### src/rtl/dbg_pkg.sv
// Shared encodings for the debug push-button controller.
package dbg_pkg;

   typedef enum logic [1:0] {
      S_IDLE      = 2'd0,
      S_PRESSED   = 2'd1,
      S_LONG_WAIT = 2'd2
   } state_t;

   localparam logic MODE_STEP = 1'b0;
   localparam logic MODE_RUN  = 1'b1;

endpackage

### src/rtl/dbg_debounce.sv
// Two-flop synchroniser plus stable-sample debounce for an active-low button.
module dbg_debounce
   import dbg_pkg::*;
#(
   parameter int DB_CYCLES = 250000
) (
   input  logic i_clk,
   input  logic i_rst_n,
   input  logic i_btn,
   output logic o_btn_db
);

   localparam int DW = $clog2(DB_CYCLES);
   localparam logic [DW-1:0] DB_MAX = DW'(DB_CYCLES - 1);

   logic [1:0]    sync_q;
   logic [DW-1:0] db_cnt;

   always_ff @(posedge i_clk or negedge i_rst_n) begin
      if (!i_rst_n) sync_q <= 2'b11;
      else          sync_q <= {sync_q[0], i_btn};
   end

   // Level is accepted only after DB_CYCLES consecutive differing samples.
   always_ff @(posedge i_clk or negedge i_rst_n) begin
      if (!i_rst_n) begin
         db_cnt   <= '0;
         o_btn_db <= 1'b1;
      end else if (sync_q[1] != o_btn_db) begin
         if (db_cnt == DB_MAX) begin
            o_btn_db <= sync_q[1];
            db_cnt   <= '0;
         end else begin
            db_cnt <= db_cnt + 1'b1;
         end
      end else begin
         db_cnt <= '0;
      end
   end

endmodule

### src/rtl/dbg_button_ctrl.sv
// Button-driven processor clock-enable: short press = step, long press = RUN/STEP toggle.
// Optional DBG_BTN_HALT_STOP_EN: a HALT rising edge in RUN mode drops back to STEP.
module dbg_button_ctrl
   import dbg_pkg::*;
#(
   parameter int DB_CYCLES   = 250000,
   parameter int LONG_CYCLES = 25000000
) (
   input  logic       i_clk,
   input  logic       i_rst_n,
   input  logic       i_btn,
   input  logic       i_halted,
   output logic       o_run_en,
   output logic       o_step_pulse,
   output logic       o_mode,
   output logic       o_btn_db,
   output logic [7:0] o_press_cnt
);

   localparam int HW = $clog2(LONG_CYCLES);
   localparam logic [HW-1:0] HOLD_MAX = HW'(LONG_CYCLES - 1);

   state_t        state;
   logic [HW-1:0] hold_cnt;
   logic          short_evt, long_evt, halt_clr, pulse_nxt, mode_nxt;

   dbg_debounce #(.DB_CYCLES(DB_CYCLES)) u_db (
      .i_clk    (i_clk),
      .i_rst_n  (i_rst_n),
      .i_btn    (i_btn),
      .o_btn_db (o_btn_db)
   );

`ifdef DBG_BTN_HALT_STOP_EN
   logic halted_q;

   always_ff @(posedge i_clk or negedge i_rst_n) begin
      if (!i_rst_n) halted_q <= 1'b0;
      else          halted_q <= i_halted;
   end

   assign halt_clr = (o_mode == MODE_RUN) && i_halted && !halted_q;
`else
   assign halt_clr = 1'b0;
`endif

   // Release and long-hold are exclusive because both are decided in S_PRESSED.
   assign short_evt = (state == S_PRESSED) && o_btn_db;
   assign long_evt  = (state == S_PRESSED) && !o_btn_db && (hold_cnt == HOLD_MAX);
   assign pulse_nxt = short_evt && (o_mode == MODE_STEP) && !i_halted;
   assign mode_nxt  = halt_clr ? MODE_STEP : (long_evt ? ~o_mode : o_mode);

   always_ff @(posedge i_clk or negedge i_rst_n) begin
      if (!i_rst_n) begin
         state        <= S_IDLE;
         hold_cnt     <= '0;
         o_mode       <= MODE_STEP;
         o_step_pulse <= 1'b0;
         o_run_en     <= 1'b0;
         o_press_cnt  <= 8'd0;
      end else begin
         o_mode       <= mode_nxt;
         o_step_pulse <= pulse_nxt;
         o_run_en     <= (mode_nxt & ~i_halted) | pulse_nxt;
         if (short_evt) o_press_cnt <= o_press_cnt + 8'd1;
         case (state)
            S_IDLE: begin
               if (!o_btn_db) begin
                  state    <= S_PRESSED;
                  hold_cnt <= '0;
               end
            end
            S_PRESSED: begin
               if (o_btn_db)                   state    <= S_IDLE;
               else if (hold_cnt == HOLD_MAX)  state    <= S_LONG_WAIT;
               else                            hold_cnt <= hold_cnt + 1'b1;
            end
            S_LONG_WAIT: begin
               if (o_btn_db) state <= S_IDLE;
            end
            default: state <= S_IDLE;
         endcase
      end
   end

endmodule

### config.mk
export PLATFORM = sky130hd
export DESIGN_NAME = dbg_button_ctrl
export DESIGN_NICKNAME = d
export VERILOG_FILES = /design/src/rtl/dbg_pkg.sv /design/src/rtl/dbg_debounce.sv /design/src/rtl/dbg_button_ctrl.sv
export SDC_FILE = /design/constraint.sdc
export NUM_CORES = 1
export LEC_CHECK = 0
export BUFFER_PORTS_ARGS = -buffer_cell sky130_fd_sc_hd__buf_4
export CAP_MARGIN = 20
export CORE_UTILIZATION = 61
export DETAILED_ROUTE_END_ITERATION = 6
export PLACE_DENSITY_LB_ADDON = 0.05
export SETUP_SLACK_MARGIN = 0.4
export SLEW_MARGIN = 20
export SYNTH_ARGS = -nofsm -noshare
export SYNTH_HDL_FRONTEND = slang
export SYNTH_HIERARCHICAL = 1
export SYNTH_SLANG_ARGS = --single-unit
### constraint.sdc
create_clock -name i_clk -period 2.85 [get_ports i_clk]
set_input_delay 0.57 -clock i_clk [delete_from_list [all_inputs] [get_ports i_clk]]
set_output_delay 0.57 -clock i_clk [all_outputs]
set_load 0.02 [all_outputs]
==> impl_metrics.json <==
{
  "drive_gt1_share_pct": 15.6,
  "die_h_um": 73.0,
  "required_ps": 3100,
  "track_usage_pct": 26.1,
  "cts_root_buf": "clkbuf_8",
  "p_leak_nw": 1.52,
  "die_w_um": 73.0,
  "worstMarginPinSlew_ps": 777,
  "ir_drop_uv": 492,
  "synth_top_area_cell": "dfrtp_1",
  "worstSetupEndpointType": "flip-flop",
  "ys_types": 47,
  "post-synth-top-area-fraction_pct": 45.5,
  "maxCapViolCount": 0,
  "clk_latency_ps": 330,
  "setup_tns_ps": 0,
  "place.gp.congestion": 0.836,
  "vias": 2372,
  "hold_path.class": "input pin to async pin",
  "cts_buffers": 9,
  "netlist_instances": 315,
  "avgSynthCellArea_um2": 9.77,
  "timing.fmax_ghz": 0.428,
  "areaGrowthSynthToFinish_pct": 12.2,
  "post-cts-setup-buffers": 0,
  "synth-seq-cells": 59,
  "grt_max_degree": 60,
  "htreeDepth": 3,
  "final_util_pct": 72.1,
  "synth_edf_count": 0,
  "start_kind": "flip-flop",
  "pre_cts_slack_ps": 405,
  "grt_pass1_vias": 2312,
  "synth_flop_cell": "dfrtp_1",
  "finalHoldViolCount": 0,
  "cts_hold_buf": 0,
  "finClkSkew_ps": 7.76,
  "die_area_mm2": 0.00533,
  "rsz0062_at_grt": "false",
  "final.setup.worst_slack_ps": 513,
  "slew_viol_final": 0,
  "nNetsFinal": 342,
  "setup_viol": 0,
  "cts.sinks": 59,
  "dpl.hpwl_um": 4020,
  "diodes": 0,
  "synth_area_mm2": 0.00308,
  "status": "completed",
  "drc_errors": 0,
  "overflow": 0,
  "drt_iter0_drc": 144,
  "design.core.area_mm2": 0.00479,
  "wl_um": 5880,
  "drt_first_pass_iters": 4,
  "slew_headroom_pct": 47.7,
  "arrival_ps": 2590,
  "grt_pass1_wl_um": 10500,
  "fin_crit_sh_pct": 82.0,
  "worstSetupPathType": "flip-flop to flip-flop",
  "top_level_ports": 16,
  "via_per_inst": 5.83,
  "wl_per_cell_um": 14.5,
  "power_density_mw_per_mm2": 502,
  "hold_slack_ps": 298,
  "syn_nets": 322,
  "path_clk_slew_ps": 70,
  "clockBufferDepth": 2,
  "port_buffers": 15,
  "antenna_left": 0,
  "async_reset_ff_share_pct": 100,
  "antenna_found_initial": 0,
  "period_needed_ps": 2340,
  "cts_tree": "yes",
  "critPathMaxFanout": 9,
  "start_util_pct": 64.3,
  "fp-row-count": 25,
  "ys_warn_count": 6,
  "ys_seq_area_share_pct": 48.1,
  "ys_top_cells_by_area": "dfrtp_1 (46%), xnor2_1 (4.8%), nor2_1 (4.4%)"
}
routing by layer:
| layer | wire length [um] | track usage [%] |
|---|---|---|
| met3 | 214 | 9.39 |
| met1 | 2730 | 32.4 |
| met4 | 88 | 9.59 |
| met2 | 2850 | 41.8 |
| met5 | 0 | 0 |
cell usage in the layout (no fill, tap or decap), drive strengths merged, types with 4 or more instances in the layout:
master  synthesis  final
a21oi          11     11
a31oi          10     10
a41oi           4      4
and3           10     10
buf             5     18
clkbuf          4     14
dfrtp          56     56
inv             7      7
mux2i           8      8
nand2          30     30
nand3          17     17
nand4          17     17
nor2           37     37
nor3            5      5
nor4            8      8
o21ai          25     25
or4             5      5
xnor2          17     17
xor2            6      6
power breakdown:
group / switching [mW] / internal [mW]
sequential: 0.00481 / 0.844
clock: 0.309 / 0.542
combinational: 0.0235 / 0.00907
critical path, cell delays in order, from the launching register on:
cell,delay [ps]
dfrtp_1,440
or4b_1,530
or4_4,560
o31ai_4,310
buf_4,220
a21oi_2,40
a21oi_1,150
cell type report:
type                    count  area, um^2
clock buffers              14         163
clock inverters             2        60.1
fillers                   370        1340
inverters                   7        26.3
multi-input cells         240        1500
flip-flops and latches     59        1480
well taps                  67        83.8
repair buffers             18         135
Yosys cell counts, types with 3 or more instances:
library cell,instances
dfstp_2,3
xor2_1,6
a21oi_1,7
mux2i_1,8
or4_1,4
clkbuf_1,4
o21ai_0,25
nand2_1,30
a31oi_1,10
and3_2,3
nand2b_1,3
buf_6,5
nand4_1,16
a21oi_2,4
nor3_1,5
xnor2_1,17
and2_1,3
nor2_1,36
a41oi_1,4
inv_1,6
ha_1,3
dfrtp_1,56
nor4_1,8
nand3_1,16
and3_1,7
kinds of logic (layout without fill, tap and decap cells):
family,Yosys count,count (layout),synth area share (%)
DFF,59,59,48.1
adders and majority gates,3,3,1.22
xor gates and xnor gates,23,23,6.55
muxes,10,10,3.33
and+or+nand+nor,142,142,23.8
buffers and inverters,16,41,3.17
AOI/OAI and AO/OA,62,62,13.8
final timing paths:
path / from / end / slack (ps) / cells after the start
setup / recovery: hold_cnt[8] / hold_cnt[21] / 510 / 6
hold / removal: i_rst_n / u_db/db_cnt[1] / 300 / 1
setup reg to reg: hold_cnt[8] / hold_cnt[21] / 510 / 6
hold reg to reg: u_db/sync_q[0] / u_db/sync_q[1] / 360 / 0
max in group asynchronous: i_rst_n / hold_cnt[4] / 2080 / 1
min in group i_clk: i_btn / u_db/sync_q[0] / 350 / 1
registers in the layout (all words and copies together) (netlist names):
register / flops
hold_cnt: 25
o_mode: 1
o_press_cnt: 8
o_run_en: 1
o_step_pulse: 1
state: 2
u_db/db_cnt: 18
u_db/o_btn_db: 1
u_db/sync_q: 2
through the flow:
stage,power [mW],area [um^2],cells
finish,1.73,3450,407
global route,1.81,3450,407
CTS,1.75,3450,407
detailed placement,0.898,3220,391
global placement,0.898,3220,391
floorplan,0.875,3080,315
timing repair:
action	in CTS	in global routing
gates resized for setup	1	1
endpoints found under the setup margin	2	1
endpoints found under the hold margin	0	0
(Power assumes the default switching activity.)
